<file path="src/rtl/fifo_uart_tx_pkg.sv">
// Shared state encoding and default timing for the FIFO-fed UART transmitter.
package fifo_uart_pkg;

    localparam int unsigned CLKS_PER_BIT_DEFAULT = 4;
    localparam int unsigned DATA_BITS            = 8;

    typedef enum logic [2:0] {
        ST_IDLE  = 3'd0,
        ST_POP   = 3'd1,
        ST_LOAD  = 3'd2,
        ST_START = 3'd3,
        ST_DATA  = 3'd4,
        ST_STOP  = 3'd5
    } tx_state_e;

    function automatic int unsigned cnt_width(input int unsigned n);
        return (n > 1) ? $clog2(n) : 1;
    endfunction

endpackage

</file>
<file path="src/rtl/fifo_uart_tx_if.sv">
// FIFO read side plus serial line and status, bundled between transmitter and its environment.
interface fifo_uart_tx_if;
    import fifo_uart_pkg::*;

    logic                 tx_enable;
    logic                 fifo_empty;
    logic [DATA_BITS-1:0] fifo_data;
    logic                 fifo_read_en;
    logic                 tx;
    logic                 busy;
    logic                 frame_done;

    modport master (
        input  tx_enable, fifo_empty, fifo_data,
        output fifo_read_en, tx, busy, frame_done
    );

    modport slave (
        output tx_enable, fifo_empty, fifo_data,
        input  fifo_read_en, tx, busy, frame_done
    );

endinterface

</file>
<file path="src/rtl/fifo_uart_tx_baud_counter.sv">
// Bit-period timer: counts 0..CLKS_PER_BIT-1, ticks on the last count, restarts on clear.
module baud_counter
    import fifo_uart_pkg::*;
#(
    parameter int unsigned CLKS_PER_BIT = CLKS_PER_BIT_DEFAULT
) (
    input  logic clk,
    input  logic reset,
    input  logic clear,
    output logic tick
);

    localparam int unsigned     CW   = cnt_width(CLKS_PER_BIT);
    localparam logic [CW-1:0]   LAST = CW'(CLKS_PER_BIT - 1);

    logic [CW-1:0] cnt_q, cnt_d;

    assign tick = (cnt_q == LAST);

    always_comb begin
        cnt_d = cnt_q + 1'b1;
        if (clear || tick) cnt_d = '0;
    end

    always_ff @(posedge clk or negedge reset) begin
        if (!reset) cnt_q <= '0;
        else        cnt_q <= cnt_d;
    end

endmodule

</file>
<file path="src/rtl/fifo_uart_tx.sv">
// 8N1 UART transmitter that pops bytes from a registered-output sync FIFO.
module fifo_uart_tx
    import fifo_uart_pkg::*;
#(
    parameter int unsigned CLKS_PER_BIT = CLKS_PER_BIT_DEFAULT
) (
    input  logic           clk,
    input  logic           reset,
    fifo_uart_tx_if.master bus
);

    tx_state_e            state_q, state_d;
    logic [DATA_BITS-1:0] shift_q, shift_d;
    logic [2:0]           idx_q, idx_d;
    logic                 tick;
    logic                 clear;
    logic                 can_start;

    // Only consulted from IDLE and the last STOP cycle.
    assign can_start = bus.tx_enable && !bus.fifo_empty;
    assign clear     = (state_d != state_q);

    baud_counter #(.CLKS_PER_BIT(CLKS_PER_BIT)) u_baud (
        .clk   (clk),
        .reset (reset),
        .clear (clear),
        .tick  (tick)
    );

    always_ff @(posedge clk or negedge reset) begin
        if (!reset) begin
            state_q <= ST_IDLE;
            shift_q <= '0;
            idx_q   <= '0;
        end else begin
            state_q <= state_d;
            shift_q <= shift_d;
            idx_q   <= idx_d;
        end
    end

    always_comb begin
        state_d = state_q;
        shift_d = shift_q;
        idx_d   = idx_q;
        unique case (state_q)
            ST_IDLE:  if (can_start) state_d = ST_POP;
            ST_POP:   state_d = ST_LOAD;
            ST_LOAD: begin
                // FIFO read data is valid the cycle after the pop.
                shift_d = bus.fifo_data;
                state_d = ST_START;
            end
            ST_START: if (tick) begin
                idx_d   = '0;
                state_d = ST_DATA;
            end
            ST_DATA:  if (tick) begin
                shift_d = {1'b0, shift_q[DATA_BITS-1:1]};
                idx_d   = idx_q + 3'd1;
                if (idx_q == 3'd7) state_d = ST_STOP;
            end
            ST_STOP:  if (tick) state_d = can_start ? ST_POP : ST_IDLE;
            default:  state_d = ST_IDLE;
        endcase
    end

    always_comb begin
        bus.tx           = 1'b1;
        bus.fifo_read_en = 1'b0;
        bus.frame_done   = 1'b0;
        bus.busy         = (state_q != ST_IDLE);
        case (state_q)
            ST_POP:   bus.fifo_read_en = 1'b1;
            ST_START: bus.tx           = 1'b0;
            ST_DATA:  bus.tx           = shift_q[0];
            ST_STOP:  bus.frame_done   = tick;
            default:  ;
        endcase
    end

endmodule

</file>
<file path="src/flat_wrapper.sv">
// flat-port wrapper written by rule: the top's interface ports become plain ports
module fifo_uart_tx_flat import fifo_uart_pkg::*;
#(
    parameter int unsigned CLKS_PER_BIT = CLKS_PER_BIT_DEFAULT
)
  (clk, reset, bus_tx_enable, bus_fifo_empty, bus_fifo_data, bus_fifo_read_en, bus_tx, bus_busy, bus_frame_done);
  fifo_uart_tx_if bus_i ();
  input  logic clk;
  input  logic reset;
  input wire logic [$bits(bus_i.tx_enable)-1:0] bus_tx_enable;
  input wire logic [$bits(bus_i.fifo_empty)-1:0] bus_fifo_empty;
  input wire logic [$bits(bus_i.fifo_data)-1:0] bus_fifo_data;
  output wire logic [$bits(bus_i.fifo_read_en)-1:0] bus_fifo_read_en;
  output wire logic [$bits(bus_i.tx)-1:0] bus_tx;
  output wire logic [$bits(bus_i.busy)-1:0] bus_busy;
  output wire logic [$bits(bus_i.frame_done)-1:0] bus_frame_done;
  assign bus_i.tx_enable = bus_tx_enable;
  assign bus_i.fifo_empty = bus_fifo_empty;
  assign bus_i.fifo_data = bus_fifo_data;
  assign bus_fifo_read_en = bus_i.fifo_read_en;
  assign bus_tx = bus_i.tx;
  assign bus_busy = bus_i.busy;
  assign bus_frame_done = bus_i.frame_done;
  fifo_uart_tx #(.CLKS_PER_BIT(CLKS_PER_BIT)) u_core (.clk(clk), .reset(reset), .bus(bus_i));
endmodule
</file>
<file path="config.mk">
export PLATFORM = sky130hd
export DESIGN_NAME = fifo_uart_tx_flat
export DESIGN_NICKNAME = d
export VERILOG_FILES = /design/src/rtl/fifo_uart_tx_pkg.sv /design/src/rtl/fifo_uart_tx_if.sv /design/src/rtl/fifo_uart_tx_baud_counter.sv /design/src/rtl/fifo_uart_tx.sv /design/src/flat_wrapper.sv
export SDC_FILE = /design/constraint.sdc
export NUM_CORES = 1
export LEC_CHECK = 0
export ABC_CLOCK_PERIOD_IN_PS = 1800
export CORE_UTILIZATION = 39
export CTS_CLUSTER_DIAMETER = 50
export CTS_CLUSTER_SIZE = 40
export DETAILED_ROUTE_END_ITERATION = 8
export GPL_ROUTABILITY_DRIVEN = 1
export GPL_TIMING_DRIVEN = 0
export SETUP_SLACK_MARGIN = 0.1
export SYNTH_ARGS = -nofsm -noshare
export SYNTH_HDL_FRONTEND = slang
export SYNTH_HIERARCHICAL = 1
export SYNTH_SLANG_ARGS = --single-unit
</file>
<file path="constraint.sdc">
create_clock -name clk -period 1.8 [get_ports clk]
set_input_delay 0.36 -clock clk [delete_from_list [all_inputs] [get_ports clk]]
set_output_delay 0.36 -clock clk [all_outputs]
set_load 0.03 [all_outputs]
</file>
==> reports/metrics.yaml, run 1 <==
synth_edf_count: 0
ys_ff_latch: 16
peakVddDrop_uv: 673
holdCritPathClass: "input pin to async pin"
worst_pin_slew_ps: 710
fmax_mhz: 573
synth_compound_area_share_pct: 12.2
numCtsBuffers: 3
min_period_ps: 1750
worst_setup_path_start_kind: "flop"
wl_per_cell_um: 13.3
final_core_util_pct: 57.8
avgSynthCellArea_um2: 10.9
worst_slack_ps: 54.7
antenna_found_initial: 0
via_count: 752
synthAdderAreaFrac_pct: 3.97
finalNetCount: 131
endpoint_kind: "output port"
route.detailed.drc: 0
max_stage_delay_ps: 380
grt_pass1_wl_um: 3260
design_area_mm2: 0.00130
cp.arrival_ps: 1390
pwr_density_cell_mw_per_mm2: 1250
yosysSeqAreaShare_pct: 42.4
grt_pass1_vias: 694
path_common_cell: "buf_6"
cap_violations: 0
setup_viol: 0
crit_required_ps: 1440
cts_tree: "built"
place_hpwl_um: 1180
grt_max_degree: 17
postRouteAntennaNets: 0
cts_max_level: 1
finClkSkew_ps: 5.59
root_buffer: "clkbuf_4"
maxSlewViolCount: 0
hold_viol_final: 0
n_antenna_cell: 0
post-place-cells: 130
die_h_um: 51.2
timing.slew.headroom_pct: 52.5
synthSimpleGateAreaFrac_pct: 19.9
critPathKind: "flop to output port"
clkSinkCount: 16
areaGrowthSynthToFinish_pct: 37.9
drive_above_1_share_pct: 33.9
grt_usage_pct: 17.3
io_buffers: 15
syn_area_um2: 945
start_util_pct: 41.9
die_w_um: 51.2
yosysWarnings: 6
synth_ff_type: "dfrtp_1"
coreArea_mm2: 0.00225
fin_cells: 143
dieArea_mm2: 0.00262
cts_max_path_buffers: 2
synth_top_family_by_area: "simple AND/OR/NAND/NOR gates"
final_cell_mix: "dfrtp_1, clkdlybuf4s50_1, buf_4"
ios: 16
muxShareOfSynthArea_pct: 17.5
netlist_instances: 87
vias_per_cell: 5.26
drt_wl_total_um: 1900
row_count: 17
gp_congestion: 0.808
synthesis.nets: 102
cts.clk_slew.worst_paths_ps: 100
hold_slack_ps: 479
cpMaxStageDelayCell: "dfrtp_1"
fin_crit_sh_pct: 97.0
grt-ovfl-total: 0
worst_skew_pair.late_latency_ps: 290
p_leak_nw: 0.552
synth_cell_types: 29
rsz0062_at_grt: "true"
dr.pass1.iters: 4
worstPathCellList: "buf_6 > buf_6 > or3_1 > buf_6"
place_area_mm2: 0.00113
worstPathMaxFanout: 5
synth-async-reset-ratio_pct: 100
dp_slack_ps: -383
status: "finished, final reports clean"
synth-xor-area-share_pct: 0
cts_hold_buffers: 0
final_common_cell: "dfrtp_1"
first_iter_violations: 7
[final timing paths]
kind	startpoint	cells past startpoint	end	slack (ps)
setup reg to reg	u_core/state_q[1]$_DFF_PN0_	5	u_core/shift_q[2]$_DFFE_PN0P_	160
setup / recovery	u_core/state_q[0]$_DFF_PN0_	4	bus_busy	50
max in group asynchronous	reset	1	u_core/state_q[1]$_DFF_PN0_	830
hold / removal	reset	1	u_core/state_q[0]$_DFF_PN0_	480
hold reg to reg	u_core/shift_q[3]$_DFFE_PN0P_	1	u_core/shift_q[3]$_DFFE_PN0P_	510
min in group clk	u_core/shift_q[3]$_DFFE_PN0P_	1	u_core/shift_q[3]$_DFFE_PN0P_	510
[cell families (layout without fill, tap and decap cells)]
| kind of cell | Yosys count | after routing |
|---|---|---|
| simple gates | 29 | 29 |
| compound gates | 17 | 17 |
| flops | 16 | 16 |
| mux | 15 | 15 |
| buf+inv | 7 | 35 |
| fa+ha+maj | 3 | 3 |
[final cells by class]
type	count	area (µm²)
Inverter	1	3.75
Fill cell	217	952
Buffer	6	63.8
Multi-Input combinational cell	64	539
Clock buffer	4	36.3
Tap cell	28	35.0
Timing Repair Buffer	24	223
Sequential cell	16	402
[sequential cells by signal (all words and copies together), names as in the netlist]
| name | cells |
|---|---|
| u_core/idx_q | 3 |
| u_core/shift_q | 8 |
| u_core/state_q | 3 |
| u_core/u_baud/cnt_q | 2 |
[critical path, delay by kind of cell (launching register included)]
kind                   cells  cell delay (ps)
buffers and inverters      3              400
and+or+nand+nor            1              310
DFF                        1              380
[repair_timing]
| action | 4_1_cts | 5_1_grt |
|---|---|---|
| hold endpoints to repair | 0 | 0 |
| pin swaps | 1 | 2 |
| resized for setup | 35 | 11 |
| cloned | 0 | 0 |
| buffers inserted | 7 | 2 |
| endpoints found under the setup margin | 10 | 11 |
[stage by stage]
| stage | power (mW) | TNS, ps |
|---|---|---|
| final | 1.63 | 0 |
| after floorplan | 1.06 | 0 |
| after global placement | 1.21 | -971 |
| after global routing | 1.74 | 0 |
| after detailed placement | 1.22 | -1030 |
| after CTS | 1.57 | 0 |
[per-layer routing]
layer  GRT usage [%]  vias up  wire (µm)  part of all wire [%]
met5               0        -          0                     0
met2            25.9       17        874                    46
met1            23.6      361        929                    49
li1                -      371          -                     -
met4            5.41        0         16                  0.84
met3            5.36        3         82                   4.3
[power by group]
part           leakage [nW]  internal, mW  switching (mW)  total, mW
Combinational         0.337         0.440           0.379      0.819
Sequential            0.193         0.494          0.0720      0.566
Clock                0.0210         0.123           0.118      0.241
Total                 0.552          1.06           0.568       1.63
[cell usage after synthesis (2+ instances only)]
cell type / count / area share (%)
mux2_2: 6 / 7.2
nand2_1: 3 / 1.2
a21oi_1: 8 / 4.2
dfrtp_1: 16 / 42
mux2i_1: 3 / 3.2
nand2b_1: 5 / 3.3
mux2_1: 6 / 7.2
nand3b_1: 4 / 3.2
nor2_1: 8 / 3.2
nor3b_1: 2 / 1.6
o22ai_1: 2 / 1.3
o21ai_0: 2 / 1.1
buf_2: 4 / 2.1
ha_1: 3 / 4.0
No activity file was read; power rests on OpenSTA's default activity.
==> inputs of run 2 (changes only) <==
--- a/config.mk
+++ b/config.mk
@@ -5,6 +5,7 @@
 export SDC_FILE = /design/constraint.sdc
 export NUM_CORES = 1
 export LEC_CHECK = 0
+export ABC_AREA = 1
 export ABC_CLOCK_PERIOD_IN_PS = 1800
 export CORE_UTILIZATION = 39
 export CTS_CLUSTER_DIAMETER = 50
==> reports/metrics.yaml, run 2 <==
gp_congestion: 0.803
die_h_um: 52.6
syn_area_um2: 998
worst_pin_slew_ps: 753
grt_usage_pct: 18.1
postRouteAntennaNets: 0
place_area_mm2: 0.00119
die_w_um: 52.6
power_switching_mw: 0.636
crit_buf_inv: 5
peakVddDrop_uv: 698
pwr-share-clk_pct: 11.6
cts_tree: "built"
netlist_instances: 116
avgSynthCellArea_um2: 8.61
r2r_end: "u_core/u_baud/cnt_q[1]$_DFF_PN0_"
cpMaxStageDelayCell: "dfrtp_1"
grt_busiest_layer: "met2"
hold_path_end: "u_core/u_baud/cnt_q[0]$_DFF_PN0_"
r2r-start: "u_core/state_q[1]$_DFF_PN0_"
critPathKind: "flop to output port"
top_register: "u_core/shift_q"
holdCritPathClass: "flop to flop"
first_iter_violations: 9
endpoint_kind: "output port"
synth_top_cell_area_share_pct: 40.1
drive_above_1_share_pct: 31.7
hold_viol_final: 0
finalNetCount: 159
ys_top_cells_by_count: "nand2_1, inv_1, dfrtp_1"
critical_path.top_delay_family: "buffers and inverters"
p_leak_nw: 0.591
worstPathMaxFanout: 5
final_cell_mix: "nand2_1, inv_1, dfrtp_1"
grt_pass1_wl_um: 3620
synthesis.nets: 131
max_stage_delay_ps: 390
n_antenna_cell: 0
place_hpwl_um: 1600
cts.clk_slew.worst_paths_ps: 80
cap_violations: 0
netlist_top_cells_area: "dfrtp_1, nand2_1, o211ai_2"
final_common_cell: "nand2_1"
start_util_pct: 43.1
row_count: 17
numCtsBuffers: 3
pwr_density_cell_mw_per_mm2: 1230
cts_hold_buffers: 0
areaGrowthSynthToFinish_pct: 26.8
cts_max_path_buffers: 2
clkSinkCount: 16
worst_setup_path_start_kind: "flop"
final_core_util_pct: 54.6
vias_per_cell: 4.97
internal_power_mw: 0.916
min_period_ps: 1760
grt-ovfl-total: 0
drt_wl_total_um: 2090
combPwrFrac_pct: 53.2
yosysSeqAreaShare_pct: 40.1
via_count: 845
design_area_mm2: 0.00127
synth.most_common_cell: "nand2_1"
yosysWarnings: 6
largest_reg_flops: 8
use_met1_pct: 22.7
yosysTopAreaCell: "dfrtp_1"
post-place-cells: 159
timing.slew.headroom_pct: 49.7
rrSetupSlack_ps: 200
top_regs: "u_core/shift_q x8, u_core/idx_q x3, u_core/state_q x3"
maxSlewViolCount: 0
setup_viol: 0
seqPwrFrac_pct: 35.2
synth_cell_types: 26
synth_edf_count: 0
fmax_mhz: 569
grt_pass1_vias: 839
r2r_cells: 12
ys_ff_latch: 16
hp-start: "u_core/u_baud/cnt_q[0]$_DFF_PN0_"
worst_skew_pair.late_latency_ps: 280
antenna_found_initial: 0
status: "finished, final reports clean"
grt_use_met3_pct: 6.09
root_buffer: "clkbuf_4"
synth_ff_type: "dfrtp_1"
route.detailed.drc: 0
cp.arrival_ps: 1400
design_power_total_mw: 1.55
worstPathCellList: "buf_6 > nor2_4 > nand2_2 > inv_2 > buf_6 > buf_8 > a21oi_2 > buf_6"
fin_setup_tns_ps: 0
switching_share_pct: 41.0
crit_required_ps: 1440
fin_cells: 170
path_common_cell: "buf_6"
finClkSkew_ps: 3.50
synth-async-reset-ratio_pct: 100
grt_use_met2_pct: 30.4
coreArea_mm2: 0.00232
worstHoldPathCells: 1
wl_per_cell_um: 12.3
dr.pass1.iters: 4
io_buffers: 15
grt_max_degree: 17
dieArea_mm2: 0.00277
fin_crit_sh_pct: 97.6
cts_max_level: 1
ios: 16
rsz0062_at_grt: "true"
run 2: worst max-delay path by stage:
stage                                      startpoint                to  slack (ps)  cells past startpoint
after floorplan           u_core/state_q[0]$_DFF_PN0_  bus_fifo_read_en         200                      2
after global placement    u_core/state_q[0]$_DFF_PN0_            bus_tx        -290                      7
after detailed placement  u_core/state_q[0]$_DFF_PN0_            bus_tx        -290                      7
after CTS                 u_core/state_q[1]$_DFF_PN0_            bus_tx          30                      8
after global routing      u_core/state_q[1]$_DFF_PN0_            bus_tx         -30                      8
final                     u_core/state_q[1]$_DFF_PN0_            bus_tx          40                      8
run 2: cell type report:
class | count | area, µm²
Fill cell | 234 | 1050
Sequential cell | 16 | 403
Multi-Input combinational cell | 75 | 464
Buffer | 5 | 65.1
Tap cell | 28 | 35.0
Timing Repair Buffer | 23 | 201
Inverter | 20 | 75.1
Clock buffer | 3 | 22.5
run 2: power by group through the flow:
stage / combinational, mW / sequential (mW) / clock [mW]
6_report: 0.825 / 0.547 / 0.180
5_1_grt: 0.929 / 0.557 / 0.206
4_1_cts: 0.818 / 0.548 / 0.190
3_5_place_dp: 0.783 / 0.554 / 0
3_3_place_gp: 0.765 / 0.546 / 0
2_1_floorplan: 0.593 / 0.536 / 0
run 2: cells by family after synthesis:
logic type,after synthesis,share of synthesized area [%]
compound gates,24,18.2
fa+ha+maj,3,3.76
buf+inv,25,13.8
flops,16,40.1
simple gates,48,24.2
run 2: repair_timing:
item / in CTS / in global routing
gates resized for setup: 25 / 2
cloned: 0 / 0
buffers inserted: 6 / 2
setup endpoints to repair: 4 / 6
pin swaps: 1 / 0
run 2: metal layers:
layer  vias up  part of all wire [%]
met1       400                    46
met5         -                     0
met2        11                    50
met3         2                   3.3
li1        432                     -
met4         0                  0.67
run 2: per-stage QoR:
stage	hold slack [ps]	setup slack (ps)
3_3_place_gp	421	-293
3_5_place_dp	430	-287
6_report	435	43.7
2_1_floorplan	64.4	198
5_1_grt	449	-31.5
4_1_cts	441	29.7
==> inputs of run 3 (changes only) <==
--- a/config.mk
+++ b/config.mk
@@ -6,13 +6,14 @@
 export NUM_CORES = 1
 export LEC_CHECK = 0
 export ABC_AREA = 1
-export ABC_CLOCK_PERIOD_IN_PS = 1800
-export CORE_UTILIZATION = 39
+export ABC_CLOCK_PERIOD_IN_PS = 2200
+export CORE_UTILIZATION = 50
 export CTS_CLUSTER_DIAMETER = 50
 export CTS_CLUSTER_SIZE = 40
 export DETAILED_ROUTE_END_ITERATION = 8
 export GPL_ROUTABILITY_DRIVEN = 1
 export GPL_TIMING_DRIVEN = 0
+export PLACE_DENSITY = 0.75
 export SETUP_SLACK_MARGIN = 0.1
 export SYNTH_ARGS = -nofsm -noshare
 export SYNTH_HDL_FRONTEND = slang
==> constraint.sdc (replaced) <==
create_clock -name clk -period 2.2 [get_ports clk]
set_input_delay 0.44 -clock clk [delete_from_list [all_inputs] [get_ports clk]]
set_output_delay 0.44 -clock clk [all_outputs]
set_load 0.03 [all_outputs]
==> reports/metrics.yaml, run 3 (synthesis results as in run 2) <==
status: "finished, final reports clean"
top_regs: "u_core/shift_q x8, u_core/idx_q x3, u_core/state_q x3"
finClkSkew_ps: 9.77
wl_per_cell_um: 11.1
dr.pass1.iters: 4
place_hpwl_um: 1380
clkSinkCount: 16
cts_max_level: 1
power_switching_mw: 0.501
hold_viol_final: 0
setup_viol: 0
finalNetCount: 154
holdCritPathClass: "flop to flop"
cts_tree: "built"
numCtsBuffers: 3
min_period_ps: 2040
final_common_cell: "nand2_1"
n_antenna_cell: 0
maxSlewViolCount: 0
path_common_cell: "buf_6"
post-place-cells: 156
worst_skew_pair.late_latency_ps: 290
cap_violations: 0
grt_usage_pct: 20.6
via_count: 811
cpMaxStageDelayCell: "dfrtp_1"
internal_power_mw: 0.744
coreArea_mm2: 0.00180
ios: 16
cts.clk_slew.worst_paths_ps: 90
final_core_util_pct: 68.6
top_register: "u_core/shift_q"
die_h_um: 46.7
max_stage_delay_ps: 400
die_w_um: 46.7
start_util_pct: 55.4
final_cell_mix: "nand2_1, inv_1, dfrtp_1"
peakVddDrop_uv: 634
dieArea_mm2: 0.00218
crit_buf_inv: 5
grt_pass1_wl_um: 3150
first_iter_violations: 7
worst_pin_slew_ps: 704
rsz0062_at_grt: "true"
drt_wl_total_um: 1820
endpoint_kind: "output port"
cp.arrival_ps: 1600
fin_crit_sh_pct: 92.6
seqPwrFrac_pct: 36.0
drive_above_1_share_pct: 26.1
timing.slew.headroom_pct: 52.9
critical_path.top_delay_family: "buffers and inverters"
fin_cells: 163
row_count: 15
vias_per_cell: 4.98
crit_required_ps: 1760
antenna_found_initial: 0
grt-ovfl-total: 0
grt_max_degree: 17
p_leak_nw: 0.573
pwr_density_cell_mw_per_mm2: 1010
cts_max_path_buffers: 2
cts_hold_buffers: 0
areaGrowthSynthToFinish_pct: 23.8
critPathKind: "flop to output port"
io_buffers: 15
pwr-share-clk_pct: 15.2
root_buffer: "clkbuf_4"
worstPathMaxFanout: 10
largest_reg_flops: 8
gp_congestion: 0.838
worst_setup_path_start_kind: "flop"
switching_share_pct: 40.2
postRouteAntennaNets: 0
worstPathCellList: "buf_6 > nor2_4 > nand2_2 > inv_2 > buf_6 > buf_8 > a21oi_1 > clkbuf_4"
fmax_mhz: 491
route.detailed.drc: 0
combPwrFrac_pct: 48.8
num-fill-cells: 158
grt_pass1_vias: 762
[run 3: routing by layer]
metal	track usage [%]	part of all wire, %	routed length (µm)
met3	5.88	3.5	64
met4	5.14	0.66	12
met5	0	0	0
met2	33.9	48	871
met1	26.4	48	866
[run 3: worst reg2reg max path: stages, from the launching register on]
cell     delay, ps
dfrtp_1        350
ha_1           160
buf_2          230
inv_1          130
nand3_1        100
nand2_1         80
nor2_2         130
nand3_2         80
nand2_1         60
nand3_1         60
inv_1           60
nand2_1         60
nor2_1          80
[run 3: per-stage QoR]
stage	hold slack [ps]	instance area, µm²	setup WS [ps]	power, mW	setup TNS [ps]
finish	434	1240	162	1.24	0
global route	459	1240	65.6	1.36	0
CTS	438	1220	-11.1	1.26	-11.1
detailed placement	426	1180	-3.73	1.07	-3.73
global placement	418	1180	9.14	1.05	0
floorplan	144	998	417	0.917	0
[run 3: cell type report]
type / count / area (µm²) / area share, %
Multi-Input combinational cell: 75 / 460 / 37.2
Sequential cell: 16 / 402 / 32.5
Timing Repair Buffer: 18 / 169 / 13.7
Inverter: 20 / 75.1 / 6.07
Buffer: 5 / 62.6 / 5.06
Clock buffer: 4 / 36.3 / 2.94
Tap cell: 25 / 31.3 / 2.53
[run 3: worst paths after layout]
path	startpoint	endpoint	slack, ps	depth (start not counted)
worst min-delay path	u_core/u_baud/cnt_q[0]$_DFF_PN0_	u_core/u_baud/cnt_q[0]$_DFF_PN0_	430	1
worst max register to register	u_core/u_baud/cnt_q[0]$_DFF_PN0_	u_core/u_baud/cnt_q[0]$_DFF_PN0_	560	12
worst max-delay path	u_core/state_q[1]$_DFF_PN0_	bus_tx	160	8
max in group asynchronous	reset	u_core/state_q[2]$_DFF_PN0_	1150	1
min in group asynchronous	reset	u_core/idx_q[2]$_DFFE_PN0P_	570	1
worst min register to register	u_core/u_baud/cnt_q[0]$_DFF_PN0_	u_core/u_baud/cnt_q[0]$_DFF_PN0_	430	1
[run 3: power groups by stage]
stage	combinational, mW	sequential, mW	clock [mW]
detailed placement	0.620	0.453	0
finish	0.607	0.448	0.190
global placement	0.609	0.446	0
floorplan	0.479	0.438	0
global route	0.697	0.455	0.211
CTS	0.614	0.447	0.196
[run 3: repair_timing]
| item | CTS | global route |
|---|---|---|
| endpoints found under the setup margin | 4 | 3 |
| hold endpoints to repair | 0 | 0 |
| resized for setup | 8 | 6 |
| pin swaps | 0 | 0 |
| buffers inserted | 0 | 3 |
==> patch (settings of run 3) <==
`shift_q` no longer has a reset.
--- a/src/rtl/fifo_uart_tx.sv
+++ b/src/rtl/fifo_uart_tx.sv
@@ -32,3 +32,2 @@
             state_q <= ST_IDLE;
-            shift_q <= '0;
             idx_q   <= '0;
@@ -36,5 +35,8 @@
             state_q <= state_d;
-            shift_q <= shift_d;
             idx_q   <= idx_d;
         end
+    end
+
+    always_ff @(posedge clk) begin
+        shift_q <= shift_d;
     end
Check against the original RTL: no difference found for any inputs over 10 cycles, from zero or initial values and one cycle with reset low; that may be too few to reach the edited logic, so the function may still have changed.
==> patch against run 3 <==
The run now ends with design-rule violations left. Wire length decreased by 15%. Sequential share of layout area increased by 9.8 points. Power decreased by 20%. Sequential cell count unchanged. Highest routed layer unchanged. Utilization decreased by 1.3 points. Count of clock-buffer cells in the layout decreased by 1. Worst setup slack improved by 0.030 ns. Synthesized area decreased by 14%. Critical path depth decreased by 5. Combinational power decreased by 37%. Cell area decreased by 15%. Clock power decreased by 18%. First-iteration DRC count decreased by 29%. Via count decreased by 18%.
==> patch: results (changes against run 3) <==
{| class="wikitable"
! Metric !! Value
|-
| Status || finished, violations left (was complete, no violations)
|-
| Violated checks || design-rule violations
|-
| Leak pwr || 0.000508 uW (was 0.000573 uW)
|-
| Slowest-stage cell, CP || clkdlybuf4s50_1 (was dfrtp_1)
|-
| DPL Wire Length || 1200 um (was 1380 um)
|-
| Library cells used by synthesis || 21 (was 26)
|-
| Filler cells || 126 (was 158)
|-
| Setup Skew || 0.00948 ns (was 0.00977 ns)
|-
| Async set or reset register ratio after synthesis || 0.500 (was 1.00)
|-
| Worst-path maximum fanout || 7 (was 10)
|-
| Vias in the first global route || 600 (was 762)
|-
| Number of instances resized during post-cts repair || 5 (was 8)
|-
| RD Place Congestion || 0.825 (was 0.838)
|-
| Total Nets Final || 134 (was 154)
|-
| Largest net degree at the start of global routing || 11 (was 17)
|-
| Total iterations of the first detailed-routing run || 7 (was 4)
|-
| Count of routing violations after the opening detailed-route iteration || 5 (was 7)
|-
| Final routed DRC violation total || 4 (was 0)
|-
| First-pass GRT wire length || 2440 um (was 3150 um)
|-
| Largest cells by area after synthesis || edfxtp_1 28%, dfrtp_1 23%, nand2_1 16%, ha_1 4.4%, nor2_1 3.9% (was dfrtp_1 40%, nand2_1 7.9%, o211ai_2 7.5%, inv_1 6.8%, nand3_1 4.0%)
|-
| Net count after synthesis || 114 (was 131)
|-
| Worst Setup EP || bus_busy (was bus_tx)
|-
| Share of cells above drive strength 1 || 0.212 (was 0.261)
|-
| Total number of vias || 663 (was 811)
|-
| Portion of the post-synthesis area used by sequential elements || 0.512 (was 0.401)
|}
## patch: changes by cell type in the layout (fill, tap and decap cells not counted), moves of 4 or more
cell	delta
nand2_1	+15
edfxtp_1	+8
o211ai_2	-6
dfrtp_1	-10
o21ai_0	-4
inv_1	-11
o21ai_1	-5
## patch: where the power goes
group,switching (uW),total (uW),internal [uW]
logic,241,385,144
registers,57.3,455,398
clock network,90.0,156,65.8
## patch: layer usage
| layer | track usage | vias up | share of wire |
|---|---|---|---|
| li1 | - | 356 | - |
| met1 | 0.236 | 298 | 0.49 |
| met2 | 0.288 | 7 | 0.47 |
| met3 | 0.0375 | 2 | 0.029 |
| met4 | 0.0750 | 0 | 0.0058 |
| met5 | 0 | - | 0 |
## patch: cell families (layout without fill, tap and decap cells)
family	count (synthesis)	in the layout	synth area share
AOI/OAI and AO/OA	3	3	0.0233
adders and majority gates	3	3	0.0436
buffers and inverters	14	33	0.0712
DFF	16	16	0.512
and+or+nand+nor	63	63	0.350
## patch: layout make-up
type	instances	area, sq um	area share
Sequential cell	16	444	0.423
Multi-Input combinational cell	69	359	0.342
Timing Repair Buffer	15	139	0.132
Inverter	12	45.0	0.0429
Clock buffer	3	22.5	0.0215
Tap cell	16	20.0	0.0191
Buffer	2	16.3	0.0155
Clock inverter	1	3.75	0.00358
## patch: per-stage QoR
stage | hold WS (ns) | cell area [sq um] | cells | total power (uW) | setup WS, ns
final | 0.414 | 1050 | 134 | 995 | 0.192
after global routing | 0.447 | 1050 | 134 | 1060 | 0.122
after detailed placement | 0.435 | 1030 | 130 | 860 | 0.119
after CTS | 0.421 | 1060 | 134 | 1010 | 0.0444
after global placement | 0.428 | 1030 | 130 | 844 | 0.156
after floorplan | 0.144 | 861 | 99 | 734 | 0.578
